<file path="config.mk">
export PLATFORM = sky130hd
export DESIGN_NAME = covox_player
export DESIGN_NICKNAME = d
export VERILOG_FILES = /design/src/rtl/covox_pkg.sv /design/src/rtl/covox_fifo.sv /design/src/rtl/covox_player.sv
export SDC_FILE = /design/constraint.sdc
export NUM_CORES = 1
export LEC_CHECK = 0
export ABC_AREA = 0
export CELL_PAD_IN_SITES_DETAIL_PLACEMENT = 0
export CELL_PAD_IN_SITES_GLOBAL_PLACEMENT = 1
export CORE_MARGIN = 2
export CORE_UTILIZATION = 56
export CTS_BUF_LIST = sky130_fd_sc_hd__clkbuf_8
export DETAILED_ROUTE_END_ITERATION = 10
export PLACE_DENSITY = 0.95
export SYNTH_ARGS = -nofsm -noshare
export SYNTH_HDL_FRONTEND = slang
export SYNTH_SLANG_ARGS = --single-unit
</file>
<file path="constraint.sdc">
create_clock -name clk -period 11.4 [get_ports clk]
set_input_delay 3.42 -clock clk [delete_from_list [all_inputs] [get_ports clk]]
set_output_delay 3.42 -clock clk [all_outputs]
set_load 0.1 [all_outputs]
</file>
<file path="src/rtl/covox_pkg.sv">
// Shared constants and types for the covox sample-playback path.
package covox_pkg;

    localparam int COVOX_DEPTH_LOG2 = 4;
    localparam int COVOX_DIV_W      = 12;
    localparam int SAMPLE_W         = 8;
    localparam int DEPTH            = 1 << COVOX_DEPTH_LOG2;

    typedef logic [SAMPLE_W-1:0] sample_t;

endpackage

</file>
<file path="src/rtl/covox_fifo.sv">
// Single-clock sample FIFO with flush, registered level/flags and a
// registered read-data output that holds its value between reads.
module covox_fifo
    import covox_pkg::*;
#(
    parameter int DEPTH_LOG2 = COVOX_DEPTH_LOG2
) (
    input  logic                  clk,
    input  logic                  rst_n,
    input  logic                  flush,
    input  logic                  wr_en,
    input  sample_t               wr_data,
    input  logic                  rd_en,
    output sample_t               rd_data,
    output logic [DEPTH_LOG2:0]   level,
    output logic                  empty,
    output logic                  full
);

    localparam int                    N        = 1 << DEPTH_LOG2;
    localparam logic [DEPTH_LOG2:0]   LVL_FULL = N[DEPTH_LOG2:0];
    localparam logic [DEPTH_LOG2:0]   LVL_ONE  = 1;
    localparam logic [DEPTH_LOG2-1:0] PTR_ONE  = 1;

    sample_t                 mem_q [N];
    sample_t                 mem_d [N];
    logic [DEPTH_LOG2-1:0]   wr_ptr_q, wr_ptr_d;
    logic [DEPTH_LOG2-1:0]   rd_ptr_q, rd_ptr_d;
    logic [DEPTH_LOG2:0]     level_q, level_d;
    sample_t                 rd_data_q, rd_data_d;
    logic                    empty_q, empty_d;
    logic                    full_q, full_d;
    logic                    wr_ok, rd_ok;

    always_comb begin
        rd_ok     = rd_en && !empty_q && !flush;
        // A pop in the same cycle frees the slot, so a full FIFO still accepts.
        wr_ok     = wr_en && !flush && (!full_q || rd_ok);
        mem_d     = mem_q;
        wr_ptr_d  = wr_ptr_q;
        rd_ptr_d  = rd_ptr_q;
        level_d   = level_q;
        rd_data_d = rd_data_q;
        if (flush) begin
            wr_ptr_d = '0;
            rd_ptr_d = '0;
            level_d  = '0;
        end else begin
            if (wr_ok) begin
                mem_d[wr_ptr_q] = wr_data;
                wr_ptr_d        = wr_ptr_q + PTR_ONE;
            end
            if (rd_ok) begin
                rd_data_d = mem_q[rd_ptr_q];
                rd_ptr_d  = rd_ptr_q + PTR_ONE;
            end
            case ({wr_ok, rd_ok})
                2'b10:   level_d = level_q + LVL_ONE;
                2'b01:   level_d = level_q - LVL_ONE;
                default: level_d = level_q;
            endcase
        end
        empty_d = (level_d == '0);
        full_d  = (level_d == LVL_FULL);
    end

    always_ff @(posedge clk or negedge rst_n) begin
        if (!rst_n) begin
            mem_q     <= '{default: '0};
            wr_ptr_q  <= '0;
            rd_ptr_q  <= '0;
            level_q   <= '0;
            rd_data_q <= '0;
            empty_q   <= 1'b1;
            full_q    <= 1'b0;
        end else begin
            mem_q     <= mem_d;
            wr_ptr_q  <= wr_ptr_d;
            rd_ptr_q  <= rd_ptr_d;
            level_q   <= level_d;
            rd_data_q <= rd_data_d;
            empty_q   <= empty_d;
            full_q    <= full_d;
        end
    end

    assign rd_data = rd_data_q;
    assign level   = level_q;
    assign empty   = empty_q;
    assign full    = full_q;

endmodule

</file>
<file path="src/rtl/covox_player.sv">
// Covox playback front end: CPU-fed FIFO drained by a programmable rate timer.
// Optional half-empty irq pulse is built only when COVOX_PLAYER_IRQ_EN is defined.
module covox_player
    import covox_pkg::*;
#(
    parameter int DEPTH_LOG2 = COVOX_DEPTH_LOG2,
    parameter int DIV_W      = COVOX_DIV_W
) (
    input  logic                  clk,
    input  logic                  rst_n,
    input  logic [SAMPLE_W-1:0]   din,
    input  logic                  fifo_wr,
    input  logic                  flush,
    input  logic                  enable,
    input  logic [DIV_W-1:0]      rate_div,
    output logic [SAMPLE_W-1:0]   smp_out,
    output logic                  smp_wr,
    output logic [DEPTH_LOG2:0]   fifo_level,
    output logic                  fifo_empty,
    output logic                  fifo_full,
    output logic                  underrun,
    output logic                  overflow,
    output logic                  irq
);

    localparam logic [DIV_W-1:0] TMR_ONE = 1;

    logic [DIV_W-1:0] timer_q, timer_d;
    logic             smp_wr_q, smp_wr_d;
    logic             underrun_q, underrun_d;
    logic             overflow_q, overflow_d;
    logic             tick;
    logic             pop;

    // smp_wr is a one-cycle valid with no ready: the sound block must take
    // every sample, and smp_out stays stable until the next strobe.
    always_comb begin
        tick = enable && !flush && (timer_q == '0);
        pop  = tick && !fifo_empty;
        if (flush || !enable || tick) begin
            timer_d = rate_div;
        end else begin
            timer_d = timer_q - TMR_ONE;
        end
        smp_wr_d = pop;
        if (flush) begin
            underrun_d = 1'b0;
            overflow_d = 1'b0;
        end else begin
            underrun_d = underrun_q || (tick && fifo_empty);
            overflow_d = overflow_q || (fifo_wr && fifo_full && !pop);
        end
    end

    always_ff @(posedge clk or negedge rst_n) begin
        if (!rst_n) begin
            timer_q    <= '0;
            smp_wr_q   <= 1'b0;
            underrun_q <= 1'b0;
            overflow_q <= 1'b0;
        end else begin
            timer_q    <= timer_d;
            smp_wr_q   <= smp_wr_d;
            underrun_q <= underrun_d;
            overflow_q <= overflow_d;
        end
    end

    covox_fifo #(
        .DEPTH_LOG2 (DEPTH_LOG2)
    ) u_fifo (
        .clk     (clk),
        .rst_n   (rst_n),
        .flush   (flush),
        .wr_en   (fifo_wr),
        .wr_data (din),
        .rd_en   (pop),
        .rd_data (smp_out),
        .level   (fifo_level),
        .empty   (fifo_empty),
        .full    (fifo_full)
    );

`ifdef COVOX_PLAYER_IRQ_EN
    localparam int                  HALF_P1 = (1 << (DEPTH_LOG2 - 1)) + 1;
    localparam logic [DEPTH_LOG2:0] LVL_HALF_P1 = HALF_P1[DEPTH_LOG2:0];

    logic irq_q, irq_d;

    // A concurrent write keeps the level put, so it must not count as a crossing.
    always_comb begin
        irq_d = pop && !fifo_wr && (fifo_level == LVL_HALF_P1);
    end

    always_ff @(posedge clk or negedge rst_n) begin
        if (!rst_n) begin
            irq_q <= 1'b0;
        end else begin
            irq_q <= irq_d;
        end
    end

    assign irq = irq_q;
`else
    assign irq = 1'b0;
`endif

    assign smp_wr   = smp_wr_q;
    assign underrun = underrun_q;
    assign overflow = overflow_q;

endmodule

</file>
# Word level (Yosys, flattened, before mapping)
# Index checks and enable logic that the tools add are counted.
[totals]
register_bits = 166
latch_bits = 0
mem_bits_rw = 0
romBits = 0
in_bits = 25
out_inout_bits = 19
wordCells = 82
mem_count = 0
[op_classes]
addsub = 5
mul = 0
n_div = 0
order_cmp = 3
eq_ne = 3
shifts = 0
n_mux = 15
bitwise_logic = 3
n_reduce_logical = 27
[op_table]
columns = ["op", "n"]
rows = [
  ["128-bit bitwise mux", 1],
  ["8-bit binary-select mux with 4-bit select", 1],
  ["8-bit demux with 4-bit select", 1],
  ["8-bit two-way mux", 3],
  ["4-bit two-way mux", 4],
  ["12-bit logical NOT", 1],
  ["12-bit two-way mux", 1],
  ["12-bit by 1-bit subtractor with 12-bit output, second input constant", 1],
  ["1-bit logical AND", 11],
  ["5-bit >= comparator, second input constant", 2],
  ["4-bit NOT with 5-bit output", 2],
  ["5-bit case mux with 2 select lines", 1],
  ["4-bit by 1-bit adder with 4-bit output, second input constant", 2],
  ["5-bit by 1-bit adder with 5-bit output, second input constant", 1],
  ["5-bit == test, second input constant", 1],
  ["1-bit logical NOT", 5],
  ["5-bit logical NOT", 1],
  ["1-bit logical OR", 5],
  ["5-bit by 1-bit less-than comparator with 1-bit output, second input constant", 1],
  ["5-bit two-way mux", 1],
  ["5-bit by 1-bit subtractor with 5-bit output, second input constant", 1],
  ["2-bit AND reduction", 2],
  ["2-bit nonzero test", 2],
  ["2-bit by 1-bit == test with 1-bit output, second input constant", 1],
  ["other kinds (3)", 4],
]

# Depth between registers and ports, before layout
[logic_depth]
depth_word = 12
mapped_depth = 17
depth_no_buf = 14

# Hierarchy
# Synthesis repeated with hierarchy kept, for this count alone.
[unflattened]
hier_cells = 545
hier_area_um2 = 8008.9
[modules_own_cells]
columns = ["module", "instances", "cells_per_inst", "area_per_inst_um2", "seq_area_each_um2"]
rows = [
  ["covox_fifo", 1, 473, 7140.6, 3779.9],
  ["covox_player", 1, 72, 868.3, 375.4],
]

# Worst setup path before layout
# Ideal clock, no wire load.
[synth_timing]
kind = "input-to-reg"
startpoint = "input flush"
endpoint = "register u_fifo.full_q (netlist: u_fifo.full)"
setup_time_ns = 0.120
t_arrival_ns = 6.499
required_ns = 11.280
setup_slack_ns = 4.781
cell_stages = 14
n_path_buf = 2
path_cell_list = "or4bb_1 > nor4_4 > or2_2 > clkbuf_1 > buf_2 > nand2b_1 > ha_1 > xor2_1 > ha_1 > nor3b_1 > o32ai_1 > xnor2_1 > nor2_1 > and4_1"
[synth_between]
elab_chain_len = 12
word_cells_on_any_way = 14
classes_between = "eq/ne (3); mux (2); reduce/logical (9)"
[synth_rtl]
columns = ["element", "line_no", "rtl"]
rows = [
  ["start: declaration", "covox_player.sv:13", "input logic flush,"],
  ["1-bit logical NOT", "covox_fifo.sv:36, covox_fifo.sv:38, covox_player.sv:38", ""],
  ["1-bit logical AND (2 in a row)", "covox_player.sv:38", "tick = enable && !flush && (timer_q == '0);"],
  ["1-bit logical AND", "covox_player.sv:39", "pop = tick && !fifo_empty;"],
  ["1-bit logical AND (2 in a row)", "covox_fifo.sv:36", "rd_ok = rd_en && !empty_q && !flush;"],
  ["1-bit logical OR", "covox_fifo.sv:38", "wr_ok = wr_en && !flush && (!full_q || rd_ok);"],
  ["1-bit logical AND", "covox_fifo.sv:38", ""],
  ["2-bit by 1-bit == test with 1-bit output or 2-bit == test (tied branches)", "covox_fifo.sv:57", "case ({wr_ok, rd_ok})"],
  ["5-bit case mux with 2 select lines", "covox_fifo.sv:57", ""],
  ["5-bit two-way mux (*)", "covox_fifo.sv:44", "if (flush) begin"],
  ["named net u_fifo.level_d[4]", "covox_fifo.sv:29", "logic [DEPTH_LOG2:0] level_q, level_d;"],
  ["5-bit == test (*)", "covox_fifo.sv:64", "full_d = (level_d == LVL_FULL);"],
  ["named net u_fifo.full_d", "covox_fifo.sv:32", "logic full_q, full_d;"],
  ["end signal: assignment", "covox_fifo.sv:83", "full_q <= full_d;"],
  ["end: declaration", "covox_fifo.sv:32", ""],
]
# Mark *: on every way through the listed nets, which the timed path passes. The rest lies on a longest branch.
# A chain may end at the register's enable or synchronous reset.

# Worst setup path after layout
# Ends and elaborated chain as after synthesis.

==> report_table.html <==
<table>
<tr><th>Metric</th><th>Value</th></tr>
<tr><th colspan="2">Clock network</th></tr>
<tr><td>Post-CTS Resized</td><td>0</td></tr>
<tr><td>Clock tree from TritonCTS</td><td>yes</td></tr>
<tr><td>Post-CTS repair timing setup buffer count</td><td>0</td></tr>
<tr><td>Total clock sinks</td><td>166</td></tr>
<tr><td>Clock root buffer</td><td>clkbuf_8</td></tr>
<tr><td>TritonCTS buffer count</td><td>17</td></tr>
<tr><td>H-tree levels</td><td>4</td></tr>
<tr><td>Cts-stage hold buffer count</td><td>0</td></tr>
<tr><td>Max clock buf depth</td><td>2</td></tr>
<tr><td>Clock transition at the register clock pins on the worst setup and hold paths after CTS</td><td>0.08 ns</td></tr>
<tr><td>Later-pin clock latency in the skew report</td><td>about 0.47 ns</td></tr>
<tr><th colspan="2">Routing</th></tr>
<tr><td>Antenna-violating nets left</td><td>0</td></tr>
<tr><td>Remaining DRCs</td><td>0</td></tr>
<tr><td>Vias</td><td>roughly 5,300</td></tr>
<tr><td>Average via count per standard cell</td><td>6.44</td></tr>
<tr><td>Routed len/inst</td><td>22.9 um</td></tr>
<tr><td>Initial drt markers</td><td>between 600 and 700</td></tr>
<tr><td>Total Routed Length</td><td>18,700 um</td></tr>
<tr><td>First-pass iteration count of the detailed router</td><td>5</td></tr>
<tr><th colspan="2">Worst setup path</th></tr>
<tr><td>Worst Path Required</td><td>11.75 ns</td></tr>
<tr><td>Max incr delay on CP</td><td>~0.80 ns</td></tr>
<tr><td>Endpoint type of the worst setup path</td><td>flop</td></tr>
<tr><td>Register-to-register path setup slack</td><td>7.27 ns</td></tr>
<tr><td>Crit-path cells</td><td>clkdlybuf4s50_1, or4bb_1, nor4_4, or2_2, nand2b_1, ha_1, xor2_1, ha_1, nor3b_1, o32ai_1, xnor2_1, nor2_1, and4_1</td></tr>
<tr><td>Worst endpoint data arrival time</td><td>7.70 ns</td></tr>
<tr><td>Slowest cell on the critical path</td><td>clkdlybuf4s50_1</td></tr>
<tr><td>Type of element launching the critical path</td><td>primary input</td></tr>
<tr><td>Most common cell type on the critical path</td><td>ha_1</td></tr>
<tr><td>Critical path class</td><td>primary input to flop</td></tr>
<tr><td>Biggest fanout along the worst timing path</td><td>26</td></tr>
<tr><th colspan="2">Global routing</th></tr>
<tr><td>Via count of the first global-routing pass</td><td>5,458</td></tr>
<tr><td>Antenna violations before repair</td><td>0</td></tr>
<tr><td>Congestion Overflow GR</td><td>0</td></tr>
<tr><td>Largest net degree at the start of global routing</td><td>87</td></tr>
<tr><td>First-pass GRT wire length</td><td>30,400 um</td></tr>
<tr><td>Total Routing Usage GR</td><td>0.271</td></tr>
<tr><th colspan="2">Timing</th></tr>
<tr><td>Worst Clk Skew</td><td>0.0168 ns</td></tr>
<tr><td>Worst relative slew slack</td><td>0.226</td></tr>
<tr><td>Share of the cycle needed by the critical path after routing</td><td>0.645</td></tr>
<tr><td>Worst slew pin tran</td><td>1.16 ns</td></tr>
<tr><td>Period minus WS final</td><td>approximately 7.3 ns</td></tr>
<tr><td>Final setup violation count</td><td>0</td></tr>
<tr><td>Number of endpoints with negative hold slack in the final report</td><td>0</td></tr>
<tr><td>Achievable Freq</td><td>136 MHz</td></tr>
<tr><td>Setup Total Neg Slack</td><td>0 ns</td></tr>
<tr><td>Count of pins over their slew limit</td><td>0</td></tr>
<tr><td>RSZ-0062 raised after global routing</td><td>false</td></tr>
<tr><th colspan="2">Finish</th></tr>
<tr><td>Synth-to-Final Area Change</td><td>10.9%</td></tr>
<tr><td>Antenna cell count</td><td>0</td></tr>
<tr><td>Count of filler cells inserted in the layout</td><td>1,011</td></tr>
<tr><td>Storage cell area</td><td>0.00416 mm2</td></tr>
<tr><td>Core occupancy in the finished layout</td><td>0.639</td></tr>
<tr><td>Number of nets in the layout</td><td>658</td></tr>
<tr><td>Share of cells above drive strength 1</td><td>0.243</td></tr>
<tr><td>Total area of multi-input combinational cells</td><td>roughly 0.0036 mm2</td></tr>
<tr><th colspan="2">Die</th></tr>
<tr><td>Die extent in y</td><td>124 um</td></tr>
<tr><td>Core footprint</td><td>around 0.014 mm2</td></tr>
<tr><td>Die area</td><td>0.0153 mm2</td></tr>
<tr><td>Chip width</td><td>124 um</td></tr>
<tr><td>Initial Util</td><td>0.577</td></tr>
<tr><td>Number of I/O pins</td><td>between 40 and 50</td></tr>
<tr><td>FP Rows</td><td>43</td></tr>
<tr><th colspan="2">Synth</th></tr>
<tr><td>Async set-or-reset flop fraction in the synthesized netlist</td><td>1.00</td></tr>
<tr><td>Post-Syn Area</td><td>between 0.008 and 0.009 mm2</td></tr>
<tr><td>Synth cell types</td><td>49</td></tr>
<tr><td>Post-synthesis sequential area ratio</td><td>0.517</td></tr>
<tr><td>Post-synth net total</td><td>between 600 and 700</td></tr>
<tr><td>Number of enable-type register cells in the synthesized netlist</td><td>0</td></tr>
<tr><td>Cell count after synthesis</td><td>605</td></tr>
<tr><td>Post-synthesis sequential element count</td><td>166</td></tr>
<tr><td>Mapped Avg Cell Area</td><td>13.3 um2</td></tr>
<tr><td>Number of warning messages in the yosys log</td><td>0</td></tr>
<tr><td>Most instantiated flip-flop cell in the synthesis netlist</td><td>dfrtp_1</td></tr>
<tr><th colspan="2">Place</th></tr>
<tr><td>IO Port Bufs</td><td>42</td></tr>
<tr><td>Detail Placement HPWL</td><td>between 10,000 and 15,000 um</td></tr>
<tr><td>Weighted congestion reported at the end of routability-driven placement</td><td>0.863</td></tr>
<tr><th colspan="2">Hold path</th></tr>
<tr><td>Kind of path behind the tightest hold check</td><td>flop to flop</td></tr>
<tr><th colspan="2">Power</th></tr>
<tr><td>Max VDD drop</td><td>0.0000859 V</td></tr>
<tr><td>Ratio of total power to cell area</td><td>approximately 140 mW/mm2</td></tr>
<tr><td>Leakage power summed over all cells</td><td>4.00 nW</td></tr>
<tr><th colspan="2">Run status</th></tr>
<tr><td>Result of the run</td><td>finished clean</td></tr>
<tr><th colspan="2">Run</th></tr>
<tr><td>Max_cap viols</td><td>0</td></tr>
</table>
==> state kept, by name, summed over array words and instances, names as in the netlist <==
signal / flops
smp_wr: 1
u_fifo.full: 1
u_fifo.mem_q: 128
underrun: 1
u_fifo.empty: 1
u_fifo.rd_ptr_q: 4
u_fifo.level: 5
overflow: 1
timer_q: 12
u_fifo.wr_ptr_q: 4
u_fifo.rd_data: 8
==> layout by cell type, fill, tap and decap left out, types with 2 or more instances in the layout <==
cell type,synthesis,layout
dfrtp_1,165,163
a22o_1,56,56
mux2_4,48,48
nor2_1,46,46
clkdlybuf4s50_1,0,41
mux4_2,32,32
mux2_2,25,25
a21oi_1,24,24
nand2_1,24,24
o21ai_0,19,19
clkbuf_8,0,19
xnor2_1,13,13
mux2i_1,10,10
or3_1,9,9
inv_1,9,9
ha_1,9,9
nand2b_1,8,8
a32o_1,8,8
and2_1,7,7
xor2_1,5,5
clkinv_4,0,5
or2_2,4,4
a31oi_1,4,4
or3b_2,3,3
nand3_1,3,3
nor4_1,3,3
clkinvlp_4,0,3
nor2b_1,2,2
o31a_1,2,2
nor3b_1,2,2
nand3b_1,2,2
nor3_4,2,2
bufinv_16,0,2
inv_6,0,2
buf_4,7,2
dfrtp_2,0,2
==> layout make-up <==
cell class              instances  share of cell area
multi-input cells             386               0.409
inverters                       9             0.00379
flip-flops and latches        166               0.467
repair buffers                 44              0.0490
clock buffers                  19              0.0294
well taps                     180              0.0253
clock inverters                13              0.0167
==> worst max-delay path, delay by kind of cell <==
kind	cells	cell delay, ns
xor+xnor	2	0.37
buf+inv	1	0.80
compound gates	1	0.34
fa+ha+maj	2	0.50
simple gates	7	2.24
==> per-stage QoR <==
stage               worst slack, ns  instances  instance area, um2  hold slack [ns]  power [W]
CTS                            4.09        817                8910            0.489    0.00125
global route                   3.76        817                8910            0.521    0.00129
global placement               3.76        785                8500            0.461   0.000815
floorplan                      4.78        605                8040            0.461   0.000770
finish                         4.05        817                8910            0.485    0.00124
detailed placement             3.59        785                8500            0.470   0.000823
==> report_power, final <==
group          internal, W  switching, W
clock             0.000209      0.000221
sequential        0.000631     0.0000287
combinational    0.0000777     0.0000760
==> kinds of logic (layout without fill, tap and decap cells) <==
family                     Yosys count  count (layout)  share of synthesized area
DFF                                166             166                      0.517
and+or+nand+nor                    125             125                     0.0842
AOI/OAI and AO/OA                  118             118                      0.108
muxes                              115             115                      0.227
buffers and inverters               53              85                     0.0293
xor gates and xnor gates            18              18                     0.0196
adders and majority gates            9               9                     0.0140
other                                1               1                   0.000467
==> cells in the mapped netlist (all sizes together), types with 9 or more instances <==
cell type	number	area [um2]
a21oi	24	120
a22o	56	490
buf	22	119
clkbuf	22	82.6
dfrtp	165	4130
ha	9	113
inv	9	33.8
mux2	73	1000
mux2i	10	100
mux4	32	721
nand2	24	90.1
nor2	47	184
o21ai	19	95.1
or3	9	56.3
xnor2	13	114
==> final timing paths <==
| check | start | end | cells past startpoint |
|---|---|---|---|
| max in group asynchronous | rst_n | u_fifo.rd_ptr_q[1]$_DFFE_PN0P_ | 2 |
| min reg2reg | u_fifo.rd_data[3]$_DFFE_PN0P_ | u_fifo.rd_data[3]$_DFFE_PN0P_ | 2 |
| min in group asynchronous | rst_n | u_fifo.level[0]$_DFF_PN0_ | 1 |
| min | u_fifo.rd_data[3]$_DFFE_PN0P_ | u_fifo.rd_data[3]$_DFFE_PN0P_ | 2 |
| max reg2reg | timer_q[0]$_DFF_PN0_ | u_fifo.full$_DFF_PN0_ | 14 |
| max | flush | u_fifo.full$_DFF_PN0_ | 13 |
==> layer usage <==
layer,share of wire,vias up,track usage
met2,0.47,269,0.406
met4,0.022,0,0.0987
met1,0.42,2691,0.387
li1,-,2265,-
met3,0.089,36,0.0687
met5,0,-,0
(Power assumes the default switching activity.)
